[src/rtl/writeback_arbiter.sv]
// Writeback stage: merges ALU and load results onto the register file write port.
// Loads are aligned and extended here; ALU results wait in a small FIFO.
module writeback_arbiter #(
  parameter int DATA_WIDTH     = 64,
  parameter int NUM_REGS       = 32,
  parameter int NUM_REGS_LOG   = $clog2(NUM_REGS),
  parameter int ALU_FIFO_DEPTH = 2,
  parameter int STARVE_LIMIT   = 4
) (
  input  logic                    clk,
  input  logic                    reset,
  input  logic                    alu_valid,
  output logic                    alu_ready,
  input  logic [NUM_REGS_LOG-1:0] alu_rd,
  input  logic [DATA_WIDTH-1:0]   alu_result,
  input  logic                    mem_valid,
  output logic                    mem_ready,
  input  logic [NUM_REGS_LOG-1:0] mem_rd,
  input  logic [DATA_WIDTH-1:0]   mem_data,
  input  logic [2:0]              mem_funct3,
  input  logic [2:0]              mem_addr_lo,
  output logic [NUM_REGS_LOG-1:0] write_reg,
  output logic [DATA_WIDTH-1:0]   write_data,
  output logic                    wb_valid,
  output logic [NUM_REGS_LOG-1:0] wb_rd
);

  localparam int PW = $clog2(ALU_FIFO_DEPTH);
  localparam int CW = $clog2(STARVE_LIMIT + 1);

  logic [NUM_REGS_LOG-1:0] fifo_rd  [ALU_FIFO_DEPTH];
  logic [DATA_WIDTH-1:0]   fifo_val [ALU_FIFO_DEPTH];
  logic [PW-1:0]           wptr;
  logic [PW-1:0]           rptr;
  logic [PW:0]             count;
  logic [CW-1:0]           starve_cnt;

  logic empty;
  logic full;
  logic at_limit;
  logic grant_mem;
  logic grant_alu;
  logic push;
  logic pop;

  assign empty     = (count == '0);
  assign full      = (count == (PW+1)'(ALU_FIFO_DEPTH));
  assign at_limit  = (starve_cnt == CW'(STARVE_LIMIT));
  assign grant_mem = mem_valid & ~(at_limit & ~empty);
  assign grant_alu = ~empty & ~grant_mem;
  assign alu_ready = ~full & ~reset;
  assign mem_ready = grant_mem & ~reset;
  assign push      = alu_valid & alu_ready;
  assign pop       = grant_alu;

  // Load alignment: low offset bits below the access size drop out.
  logic [7:0]            lb;
  logic [15:0]           lh;
  logic [31:0]           lw;
  logic [DATA_WIDTH-1:0] load_val;

  assign lb = 8'(mem_data >> {mem_addr_lo, 3'b000});
  assign lh = 16'(mem_data >> {mem_addr_lo[2:1], 4'b0000});
  assign lw = 32'(mem_data >> {mem_addr_lo[2], 5'b00000});

  always_comb begin
    load_val = '0;
    case (mem_funct3)
      3'b000:  load_val = {{(DATA_WIDTH-8){lb[7]}}, lb};
      3'b001:  load_val = {{(DATA_WIDTH-16){lh[15]}}, lh};
      3'b010:  load_val = {{(DATA_WIDTH-32){lw[31]}}, lw};
      3'b011:  load_val = mem_data;
      3'b100:  load_val = {{(DATA_WIDTH-8){1'b0}}, lb};
      3'b101:  load_val = {{(DATA_WIDTH-16){1'b0}}, lh};
      3'b110:  load_val = {{(DATA_WIDTH-32){1'b0}}, lw};
      default: load_val = '0;
    endcase
  end

  logic [NUM_REGS_LOG-1:0] sel_rd;
  logic [DATA_WIDTH-1:0]   sel_val;

  always_comb begin
    sel_rd  = fifo_rd[rptr];
    sel_val = fifo_val[rptr];
    if (grant_mem) begin
      sel_rd  = mem_rd;
      sel_val = load_val;
    end
  end

  always_ff @(posedge clk) begin
    if (push) begin
      fifo_rd[wptr]  <= alu_rd;
      fifo_val[wptr] <= alu_result;
    end
  end

  always_ff @(posedge clk) begin
    if (reset) begin
      wptr  <= '0;
      rptr  <= '0;
      count <= '0;
    end else begin
      if (push) wptr <= wptr + 1'b1;
      if (pop)  rptr <= rptr + 1'b1;
      case ({push, pop})
        2'b10:   count <= count + 1'b1;
        2'b01:   count <= count - 1'b1;
        default: count <= count;
      endcase
    end
  end

  // Counts loads that overtook a waiting ALU result.
  always_ff @(posedge clk) begin
    if (reset || empty || grant_alu) begin
      starve_cnt <= '0;
    end else if (grant_mem && !at_limit) begin
      starve_cnt <= starve_cnt + 1'b1;
    end
  end

  always_ff @(posedge clk) begin
    if (reset) begin
      write_reg  <= '0;
      write_data <= '0;
      wb_valid   <= 1'b0;
      wb_rd      <= '0;
    end else if (grant_mem || grant_alu) begin
      write_reg  <= sel_rd;
      write_data <= (sel_rd == '0) ? '0 : sel_val;
      wb_valid   <= 1'b1;
      wb_rd      <= sel_rd;
    end else begin
      write_reg  <= '0;
      write_data <= '0;
      wb_valid   <= 1'b0;
      wb_rd      <= '0;
    end
  end

endmodule

[config.mk]
export PLATFORM = sky130hd
export DESIGN_NAME = writeback_arbiter
export DESIGN_NICKNAME = d
export VERILOG_FILES = /design/src/rtl/writeback_arbiter.sv
export SDC_FILE = /design/constraint.sdc
export NUM_CORES = 1
export LEC_CHECK = 0
export ABC_CLOCK_PERIOD_IN_PS = 9860
export CAP_MARGIN = 15
export CORE_MARGIN = 2
export CORE_UTILIZATION = 29
export DETAILED_ROUTE_END_ITERATION = 8
export PLACE_DENSITY_LB_ADDON = 0.12
export SLEW_MARGIN = 30
export SYNTH_ARGS = -nofsm -noshare
export SYNTH_HDL_FRONTEND = slang
export SYNTH_SLANG_ARGS = --single-unit
[constraint.sdc]
create_clock -name clk -period 9.86 [get_ports clk]
set_input_delay 0.986 -clock clk [delete_from_list [all_inputs] [get_ports clk]]
set_output_delay 0.986 -clock clk [all_outputs]
set_load 0.03 [all_outputs]
==> key figures <==
CTS
  – CTS root buf: clkbuf_16
  – CTS tree: done
  – Num CTS Buffers: 25
  – CTS Sinks: about 220
  – Reg clk slew, reported paths: roughly 0.06 ns
  – Cts repair resizes: 0
  – Worst-Skew Late Latency: about 0.52 ns
  – Hold Buf Count CTS: 0
  – Clock Path Buffers: 3
  – Post-CTS Setup Bufs: 0
  – H-Tree Level Count: 1

Timing
  – RSZ-0062 raised after global routing: no
  – Setup ws final: about 6.3 ns
  – Final-report setup violation count: 0
  – Headroom to the max-slew limit: a little over a third
  – Slew Limit Fails: 0
  – Max Freq: approximately 0.28 GHz
  – Final Skew: 0.008140 ns
  – Final period util: between 30% and 40%
  – Fin. Hold Viols: 0
  – Worst-margin pin slew: 0.9633 ns
  – Hold WS: 0.4500 ns
  – Crit path time final: 3.559 ns
  – Total Neg Setup Slack: 0 ns

Detailed routing
  – Iteration-0 DRC Markers: between 400 and 500
  – First-pass DRT Iterations: 5
  – Final WL: between 30000 and 40000 um
  – DR WL/cell: 22.30 um
  – Met1 wire length: 12630 um
  – Via density per instance: about 5.0
  – # DRC: 0
  – Top routing layer used: met5
  – Metal2 WL: ~15000 um
  – Antenna Nets Post-Route: 0
  – Met3 wire length: between 2000 and 2500 um
  – Vias post-DR: a little under 7000

Global route
  – GRT overflow: 0
  – Largest net degree at the start of global routing: 70
  – First-pass GRT wire length: approximately 43000 um
  – Vias in the first global route: 6792
  – GRT Total Usage: roughly 17%
  – Initial antenna violation count: 8

Worst setup path
  – Reg2reg end: write_data[34]$_SDFF_PP0_
  – Endpoint class of the critical path: output pin
  – Critical path type: input pin to output pin
  – Worst Reg-to-Reg Cells: 6
  – FF-to-FF setup slack: between 6 and 7 ns
  – Startpoint Class: input pin
  – CP Data Arrival Time: 2.57 ns
  – Crit-path max FO: 9
  – Critical Path RT: just under 9 ns

Cells and area
  – Multi-input logic area: ~0.0034 mm2
  – Layout cell share with drive strength beyond 1: around 12%
  – Layout net count: between 1000 and 1500
  – Filler cells: a little over 3000
  – Storage element area: roughly 0.0057 mm2
  – P&R area growth vs syn: 36.32%

Floorplan
  – Core area: 0.03229 mm2
  – Row cnt: 66
  – Die W: ~180 um
  – Die Y-Extent: between 150 and 200 um
  – Io pins: between 200 and 250
  – DIE AREA: between 0.03 and 0.04 mm2
  – Initial Utilization: between 20% and 30%

Hold path
  – Hold path depth: 1
  – Hold Path Class: flop to flop
  – Hold path startpoint: starve_cnt[0]$_SDFFE_PP0P_
  – Worst Hold End: starve_cnt[0]$_SDFFE_PP0P_

Synthesis
  – Flops & latches, synth: roughly 220
  – Syn Inst Count: between 600 and 700
  – Register area share after synthesis: between 60% and 70%
  – Synth unique cells: 50
  – Syn nets: roughly 850
  – Synth warn: 0
  – Ys flop type: edfxtp_1
  – Syn Area/Cell: approximately 14 um2
  – EDFF count, synth: 138
  – Synth async-reset ratio: 0%
  – Synth Cell Area: approximately 0.0094 mm2

Placement
  – Post-DP HPWL: approximately 21000 um
  – Worst slack, placed: 5.980 ns
  – GP Congestion: 0.7699
  – Number of port buffers: around 220

Power
  – Total Power: 2548 uW
  – Max VDD drop: about 0.1 mV
  – Pwr dens: 197.9 mW/mm2
  – Leak pwr: 0.004281 uW

Run status
  – Status: completed

Flow run
  – Maximum Capacitance Violations: 0
power breakdown:
group	internal [uW]	switching, uW
clock	528	354
sequential	1050	57.9
combinational	252	309
worst max-delay path by stage:
stage / start / to / slack, ns / cells after the start
CTS: reset / alu_ready / 6.28 / 3
detailed placement: mem_addr_lo[0] / write_data[28]$_SDFF_PP0_ / 5.98 / 6
finish: reset / alu_ready / 6.30 / 3
global placement: mem_addr_lo[0] / write_data[18]$_SDFF_PP0_ / 6.01 / 6
global route: reset / alu_ready / 6.19 / 3
floorplan: reset / fifo_rd[0][0]$_DFFE_PP_ / 4.51 / 4
critical path: stages:
cell and delay [ns]:
clkdlybuf4s50_1 0.57, a21oi_1 0.30, clkdlybuf4s50_1 0.72
cell type report:
type,instances,area share [%]
antenna,8,0.1555
clock buffer,34,5.519
sequential,216,44.34
inverter,6,0.1749
tap,442,4.295
multi-input combinational,404,26.59
timing repair buffer,237,18.32
clock inverter,11,0.6122
through the flow:
stage	instances	util, %	instance area, um2
3_5_place_dp	1305	37.36	12060
4_1_cts	1350	39.80	12850
6_report	1358	39.88	12880
2_1_floorplan	695	-	9445
3_3_place_gp	1304	37.26	12030
5_1_grt	1353	39.84	12860
synth_stat cells, types with 4 or more instances:
| library cell | count | area, um2 |
|---|---|---|
| nor2_1 | 22 | 82.58 |
| clkbuf_1 | 34 | 127.6 |
| nor2b_1 | 4 | 25.02 |
| nand2_1 | 63 | 236.5 |
| o21ai_0 | 8 | 40.04 |
| a22o_1 | 19 | 166.4 |
| nand3b_1 | 4 | 30.03 |
| a21o_1 | 33 | 247.7 |
| a222oi_1 | 7 | 70.07 |
| o21a_1 | 11 | 82.58 |
| a21oi_1 | 10 | 50.05 |
| buf_1 | 6 | 22.52 |
| inv_1 | 6 | 22.52 |
| mux2i_1 | 75 | 750.7 |
| dfxtp_1 | 78 | 1562 |
| mux2_2 | 12 | 135.1 |
| buf_2 | 20 | 100.1 |
| mux4_2 | 19 | 427.9 |
| a211oi_1 | 7 | 52.55 |
| a221oi_2 | 20 | 300.3 |
| a221oi_1 | 34 | 297.8 |
| nand3_1 | 11 | 55.05 |
| edfxtp_1 | 138 | 4144 |
| o22ai_1 | 7 | 43.79 |
| buf_4 | 7 | 52.55 |
state kept, by name (all words and copies together), names as in the netlist, named ones only:
name	count
rptr	1
wptr	1
fifo_rd	10
wb_valid	1
wb_rd	5
starve_cnt	3
fifo_val	128
count	2
write_data	64
layer usage:
metal	GRT usage (%)	up-vias
met5	0	-
li1	-	3111
met3	4.663	41
met2	28.72	259
met4	4.992	4
met1	22.56	3318
kinds of logic (layout without fill, tap and decap cells):
| logic type | Yosys count | count (layout) | share of synthesized area (%) |
|---|---|---|---|
| AND/OR/NAND/NOR | 122 | 122 | 5.829 |
| other | 0 | 8 | 0 |
| buffers and inverters | 75 | 288 | 3.683 |
| multiplexers | 106 | 106 | 13.91 |
| XOR/XNOR | 5 | 5 | 0.4637 |
| adder cells (fa/ha/maj) | 3 | 3 | 0.3974 |
| flip-flops | 216 | 216 | 60.41 |
| AO/OA/AOI/OAI | 168 | 168 | 15.31 |
cells in the final DEF (no fill, tap or decap), types with 8 or more instances in the layout:
cell	count
a21o_1	32
a21oi_1	9
a221oi_1	34
a221oi_2	20
a22o_1	19
buf_4	11
clkbuf_16	26
clkdlybuf4s50_1	223
dfxtp_1	77
diode_2	8
edfxtp_1	138
mux2_2	12
mux2i_1	74
mux4_2	19
nand2_1	62
nand3_1	11
nor2_1	21
o21a_1	11
o21ai_0	8
(Power assumes the default switching activity.)
